$ cat src/rtl/spi_pkg.sv
`default_nettype none
// ============================================================================
// Module   : spi_pkg
// Desc     : Shared SPI constants and receiver/transmitter state encoding.
// Revision : 1.0
// ============================================================================
package spi_pkg;

    localparam int c_data_w    = 16;
    localparam int c_bit_cnt_w = 5;

    typedef enum logic [0:0] {
        IDLE = 1'b0,
        RECV = 1'b1
    } spi_state_e;

endpackage
`default_nettype wire

$ cat src/rtl/spi_sync.sv
`default_nettype none
// ============================================================================
// Module   : spi_sync
// Desc     : Single-bit multi-flop synchronizer with a configurable idle value.
// Revision : 1.0
// ============================================================================
module spi_sync #(
    parameter int   STAGES    = 2,
    parameter logic RESET_VAL = 1'b0
) (
    input  logic clk,
    input  logic rst,
    input  logic i_async,
    output logic o_sync
);

    // Depths below two give no metastability protection, so they are raised.
    localparam int c_stages = (STAGES < 2) ? 2 : STAGES;

    logic [c_stages-1:0] r_chain;

    always_ff @(posedge clk or negedge rst) begin
        if (!rst) begin
            r_chain <= {c_stages{RESET_VAL}};
        end else begin
            r_chain <= {r_chain[c_stages-2:0], i_async};
        end
    end

    assign o_sync = r_chain[c_stages-1];

endmodule
`default_nettype wire

$ cat src/rtl/spi_slave_rx.sv
`default_nettype none
// ============================================================================
// Module   : spi_slave_rx
// Desc     : SPI mode-0 slave receiver, oversampled in the clk domain.
// Revision : 1.0
// ============================================================================
module spi_slave_rx
    import spi_pkg::*;
#(
    parameter int DATA_W      = c_data_w,
    parameter int SYNC_STAGES = 2
) (
    input  logic                   clk,
    input  logic                   rst,
    input  logic                   spi_ssal,
    input  logic                   spi_mclk,
    input  logic                   spi_dat,
    output logic [DATA_W-1:0]      dat_out,
    output logic                   dat_valid,
    input  logic                   dat_ready,
    output logic [c_bit_cnt_w-1:0] bit_count,
    output logic                   frame_err,
    output logic                   overrun
);

    localparam int                     c_stages = (SYNC_STAGES < 2) ? 2 : SYNC_STAGES;
    localparam logic [c_bit_cnt_w-1:0] c_last   = c_bit_cnt_w'(DATA_W - 1);

    logic w_ssal_s;
    logic w_mclk_s;
    logic w_dat_s;

    spi_sync #(.STAGES(c_stages), .RESET_VAL(1'b1)) u_sync_ssal (
        .clk     (clk),
        .rst     (rst),
        .i_async (spi_ssal),
        .o_sync  (w_ssal_s)
    );

    spi_sync #(.STAGES(c_stages), .RESET_VAL(1'b0)) u_sync_mclk (
        .clk     (clk),
        .rst     (rst),
        .i_async (spi_mclk),
        .o_sync  (w_mclk_s)
    );

    spi_sync #(.STAGES(c_stages), .RESET_VAL(1'b0)) u_sync_dat (
        .clk     (clk),
        .rst     (rst),
        .i_async (spi_dat),
        .o_sync  (w_dat_s)
    );

    logic                   r_ssal_prev;
    logic                   r_mclk_prev;
    logic [c_stages-1:0]    r_live;
    logic                   r_armed;
    spi_state_e             r_state;
    spi_state_e             w_state_next;
    logic                   w_sample;
    logic                   w_abort;
    logic                   w_mclk_rise;
    logic                   w_ssal_rise;
    logic                   w_ssal_fall;
    logic [DATA_W-1:0]      r_shift;
    logic [c_bit_cnt_w-1:0] r_bit_cnt;
    logic                   r_done;
    logic                   r_frame_err;
    logic [DATA_W-1:0]      r_dat_out;
    logic                   r_dat_valid;
    logic                   r_overrun;

    // The ssal chain leaves reset at its idle value; a select held low across
    // reset release must not look like a fresh falling edge, so falling edges
    // only count once ssal has been seen high with a fully flushed chain.
    always_ff @(posedge clk or negedge rst) begin
        if (!rst) begin
            r_ssal_prev <= 1'b1;
            r_mclk_prev <= 1'b0;
            r_live      <= '0;
            r_armed     <= 1'b0;
        end else begin
            r_ssal_prev <= w_ssal_s;
            r_mclk_prev <= w_mclk_s;
            r_live      <= {r_live[c_stages-2:0], 1'b1};
            r_armed     <= r_armed | (r_live[c_stages-1] & w_ssal_s);
        end
    end

    assign w_mclk_rise = w_mclk_s & ~r_mclk_prev;
    assign w_ssal_rise = w_ssal_s & ~r_ssal_prev;
    assign w_ssal_fall = ~w_ssal_s & r_ssal_prev & r_armed;

    always_ff @(posedge clk or negedge rst) begin
        if (!rst) begin
            r_state <= IDLE;
        end else begin
            r_state <= w_state_next;
        end
    end

    // A sampling edge coincident with select deassertion is dropped.
    always_comb begin
        w_state_next = r_state;
        w_sample     = 1'b0;
        w_abort      = 1'b0;
        case (r_state)
            IDLE: begin
                if (w_ssal_fall) begin
                    w_state_next = RECV;
                end
            end
            RECV: begin
                if (w_ssal_rise) begin
                    w_state_next = IDLE;
                    w_abort      = (r_bit_cnt != '0);
                end else begin
                    w_sample = w_mclk_rise;
                end
            end
            default: w_state_next = IDLE;
        endcase
    end

    always_ff @(posedge clk or negedge rst) begin
        if (!rst) begin
            r_shift     <= '0;
            r_bit_cnt   <= '0;
            r_done      <= 1'b0;
            r_frame_err <= 1'b0;
        end else begin
            r_done      <= 1'b0;
            r_frame_err <= w_abort;
            if (w_state_next == IDLE) begin
                r_shift   <= '0;
                r_bit_cnt <= '0;
            end else if (w_sample) begin
                r_shift <= {r_shift[DATA_W-2:0], w_dat_s};
                if (r_bit_cnt == c_last) begin
                    r_bit_cnt <= '0;
                    r_done    <= 1'b1;
                end else begin
                    r_bit_cnt <= r_bit_cnt + c_bit_cnt_w'(1);
                end
            end
        end
    end

    // The shifter cannot change again before r_done is consumed, because
    // mclk phases span at least two clk periods.
    always_ff @(posedge clk or negedge rst) begin
        if (!rst) begin
            r_dat_out   <= '0;
            r_dat_valid <= 1'b0;
            r_overrun   <= 1'b0;
        end else if (r_done) begin
            r_dat_out   <= r_shift;
            r_dat_valid <= 1'b1;
            r_overrun   <= r_dat_valid & ~dat_ready;
        end else begin
            r_overrun <= 1'b0;
            if (r_dat_valid & dat_ready) begin
                r_dat_valid <= 1'b0;
            end
        end
    end

    assign dat_out   = r_dat_out;
    assign dat_valid = r_dat_valid;
    assign bit_count = r_bit_cnt;
    assign frame_err = r_frame_err;
    assign overrun   = r_overrun;

endmodule
`default_nettype wire

$ cat config.mk
export PLATFORM = sky130hd
export DESIGN_NAME = spi_slave_rx
export DESIGN_NICKNAME = d
export VERILOG_FILES = /design/src/rtl/spi_pkg.sv /design/src/rtl/spi_sync.sv /design/src/rtl/spi_slave_rx.sv
export SDC_FILE = /design/constraint.sdc
export NUM_CORES = 1
export LEC_CHECK = 0
export ABC_AREA = 1
export CORE_MARGIN = 1.5
export CORE_UTILIZATION = 38
export CTS_CLUSTER_DIAMETER = 30
export DETAILED_ROUTE_END_ITERATION = 8
export HOLD_SLACK_MARGIN = 0.05
export MAX_ROUTING_LAYER = met4
export PLACE_DENSITY = 0.7
export SKIP_LAST_GASP = 1
export SLEW_MARGIN = 20
export SYNTH_ARGS = -nofsm -noshare
export SYNTH_HDL_FRONTEND = slang
export SYNTH_SLANG_ARGS = --single-unit
export TNS_END_PERCENT = 5
$ cat constraint.sdc
create_clock -name clk -period 1.04 [get_ports clk]
set_input_delay 0.156 -clock clk [delete_from_list [all_inputs] [get_ports clk]]
set_output_delay 0.156 -clock clk [all_outputs]
set_load 0.01 [all_outputs]
==> flow_summary.json <==
{
  "worst-path-max-fanout": 6,
  "crit_chain": "inv_2 > nand2_4 > nand2_8 > nor2_4 > nand2_1 > nand2_1",
  "worst_path_most_repeated_cell": "nand2_1",
  "grt_max_degree": 26,
  "core-area_um2": 5200,
  "final_common_cell": "nand2_1",
  "synth_fp_nets": 218,
  "dr_total_vias": 1533,
  "start_util_pct": 40.1,
  "arrival_ns": 1.49,
  "clock_sinks": 53,
  "yosysUniqueCellTypes": 25,
  "routedWlPerCell_um": 12.4,
  "violations": "negative setup slack",
  "avgSynthCellArea_um2": 9.94,
  "finalSetupViolCount": 47,
  "drt.antenna.violating_nets": 0,
  "root_buffer": "clkbuf_8",
  "hold_path.class": "primary input to asynchronous set/reset pin",
  "fin_util_pct": 52.9,
  "slew_viol_final": 0,
  "worstSetupEndpointType": "flop",
  "required_ns": 1.28,
  "place.gp.congestion": 0.791,
  "rsz0062_at_grt": "yes",
  "crit_buf_inv": 1,
  "start_kind": "flop",
  "drt-initial-drc-count": 68,
  "syn_area_um2": 2090,
  "yosysWarnings": 0,
  "cts_buffer_depth": 2,
  "yosysSeqAreaShare_pct": 63.7,
  "power.density_nw_per_um2": 1420,
  "routed.top_layer": "met4",
  "min_period_ns": 1.25,
  "wl_met1_um": 1930,
  "syn_inst": 210,
  "cts.clk_slew.worst_paths_ns": 0.09,
  "synthTopCellsByArea": "dfrtp_1 (60%), nand2_1 (15%), nand3_1 (7.4%), dfstp_2 (3.8%), inv_1 (1.6%)",
  "period_share_pct": 120,
  "regArea_um2": 1330,
  "dieArea_um2": 5950,
  "num-fill-cells": 490,
  "cellLeakagePower_nw": 1.50,
  "wl_um": 4080,
  "slowest_stage": "dfstp_2",
  "grt_pass1_vias": 1570,
  "grt_pass1_wl_um": 7440,
  "dr_wl_met3_um": 160,
  "first_pass_iters": 4,
  "multi_input_area_um2": 754,
  "cap_violations": 0,
  "hpwlAfterDp_um": 2410,
  "fin_ws_ns": -0.211,
  "synth_top_area_cell": "dfrtp_1",
  "grt_usage_pct": 16.4,
  "drive_gt1_share_pct": 18.1,
  "area_delta_synth_final_pct": 31.8,
  "yosys_register_bits": 53,
  "die_w_um": 77.1,
  "path_delay_family": "simple AND/OR/NAND/NOR gates",
  "portBuffers": 29,
  "fp-row-count": 26,
  "drc": 0,
  "fin_nets": 266,
  "max_freq_ghz": 0.799,
  "cts_tree": "built",
  "holdWs_ns": 0.260,
  "fp.dieH_um": 77.1,
  "antenna_found_initial": 0,
  "antennaDiodeCount": 0,
  "insertion_delay_ns": 0.31,
  "overflow": 0,
  "h-tree-depth": 2,
  "worstSetupPathType": "flop to flop",
  "io_pins": 30,
  "vias_per_cell": 4.66,
  "dr_wl_met2_um": 1950,
  "cts_inserted_buffers": 5,
  "cpPeakStageDelay_ns": 0.56,
  "yosysTopAreaCellShare_pct": 59.9,
  "ir_drop_v": 0.000918,
  "mostFrequentLayoutCells": "nand2_1 (84), dfrtp_1 (50), nand3_1 (30)",
  "fin_skew_ns": 0.0107,
  "hold_viol_final": 0,
  "status": "finished with violations"
}
## path summary, 6_finish.rpt
kind / startpoint / to / slack, ns / cells after the start
min: rst / frame_err / 0.26 / 2
max: r_ssal_prev / r_shift[3] / -0.21 / 6
min in group clk: spi_ssal / u_sync_ssal.r_chain[0] / 0.27 / 1
min reg2reg: u_sync_mclk.r_chain[0] / u_sync_mclk.r_chain[1] / 0.36 / 0
max in group asynchronous: rst / dat_out[15] / 0.35 / 3
max reg2reg: r_ssal_prev / r_shift[3] / -0.21 / 6
## cell families after synthesis
group           count (synthesis)  synth area share (%)
xor+xnor                        1                 0.419
other cells                     1                 0.180
buf+inv                        20                  5.51
simple gates                  129                  27.7
compound gates                  4                  1.32
flops                          53                  63.7
fa+ha+maj                       2                  1.20
## through the flow
| stage | TNS [ns] | cell area [um2] | power [mW] | cells | worst slack [ns] |
|---|---|---|---|---|---|
| 2_1_floorplan | -2.15 | 2090 | 2.32 | 210 | -0.105 |
| 3_5_place_dp | -5.13 | 2490 | 2.43 | 311 | -0.270 |
| 5_1_grt | -8.85 | 2750 | 4.07 | 329 | -0.283 |
| 6_report | -6.18 | 2750 | 3.90 | 329 | -0.211 |
| 4_1_cts | -5.88 | 2750 | 3.93 | 329 | -0.177 |
| 3_3_place_gp | -3.92 | 2490 | 2.42 | 311 | -0.200 |
## metal layers
| layer | vias up | GRT usage (%) |
|---|---|---|
| met5 | - | - |
| met4 | 0 | 4.73 |
| met3 | 6 | 3.93 |
| met2 | 39 | 25.4 |
| met1 | 722 | 21.5 |
| li1 | 766 | - |
## cells in the mapped netlist
master / count
nand2_1: 84
dfrtp_1: 50
nand3_1: 31
inv_1: 9
buf_2: 5
nor2_1: 5
buf_6: 3
dfstp_2: 3
ha_1: 2
inv_2: 2
nand2_4: 2
a21o_1: 1
a21oi_2: 1
a31oi_1: 1
buf_8: 1
conb_1: 1
nand2_2: 1
nand3_2: 1
nand3b_1: 1
nand4_1: 1
nor2_4: 1
nor2_8: 1
nor3_1: 1
o21ai_0: 1
xor2_1: 1
## timing repair
item / CTS / global route
endpoints found under the hold margin: 53 / 0
endpoints found under the setup margin: 47 / 47
cloned: 6 / 0
hold buffers: 1 / 0
resized for setup: 46 / 0
setup buffers: 3 / 0
pin swaps: 6 / 0
## report_power, final
group          internal [mW]  switching (mW)  total (mW)  leakage, nW
sequential              2.10          0.0349        2.14        0.705
clock                  0.721           0.679        1.40       0.0543
combinational          0.138           0.224       0.362        0.738
total                   2.96           0.938        3.90         1.50
## layout make-up
class | instances | area share (%)
Tap cell | 70 | 3.18
Inverter | 11 | 1.50
Timing Repair Buffer | 46 | 15.4
Clock buffer | 5 | 2.50
Clock inverter | 3 | 1.68
Sequential cell | 53 | 48.3
Multi-Input combinational cell | 141 | 27.4
## sequential cells by signal (all words and copies together), names as in the netlist, 2 cells and up
signal,count
dat_out,16
r_shift,16
bit_count,5
r_live,2
u_sync_dat.r_chain,2
u_sync_mclk.r_chain,2
u_sync_ssal.r_chain,2
Power figures use the tool's default switching activity.
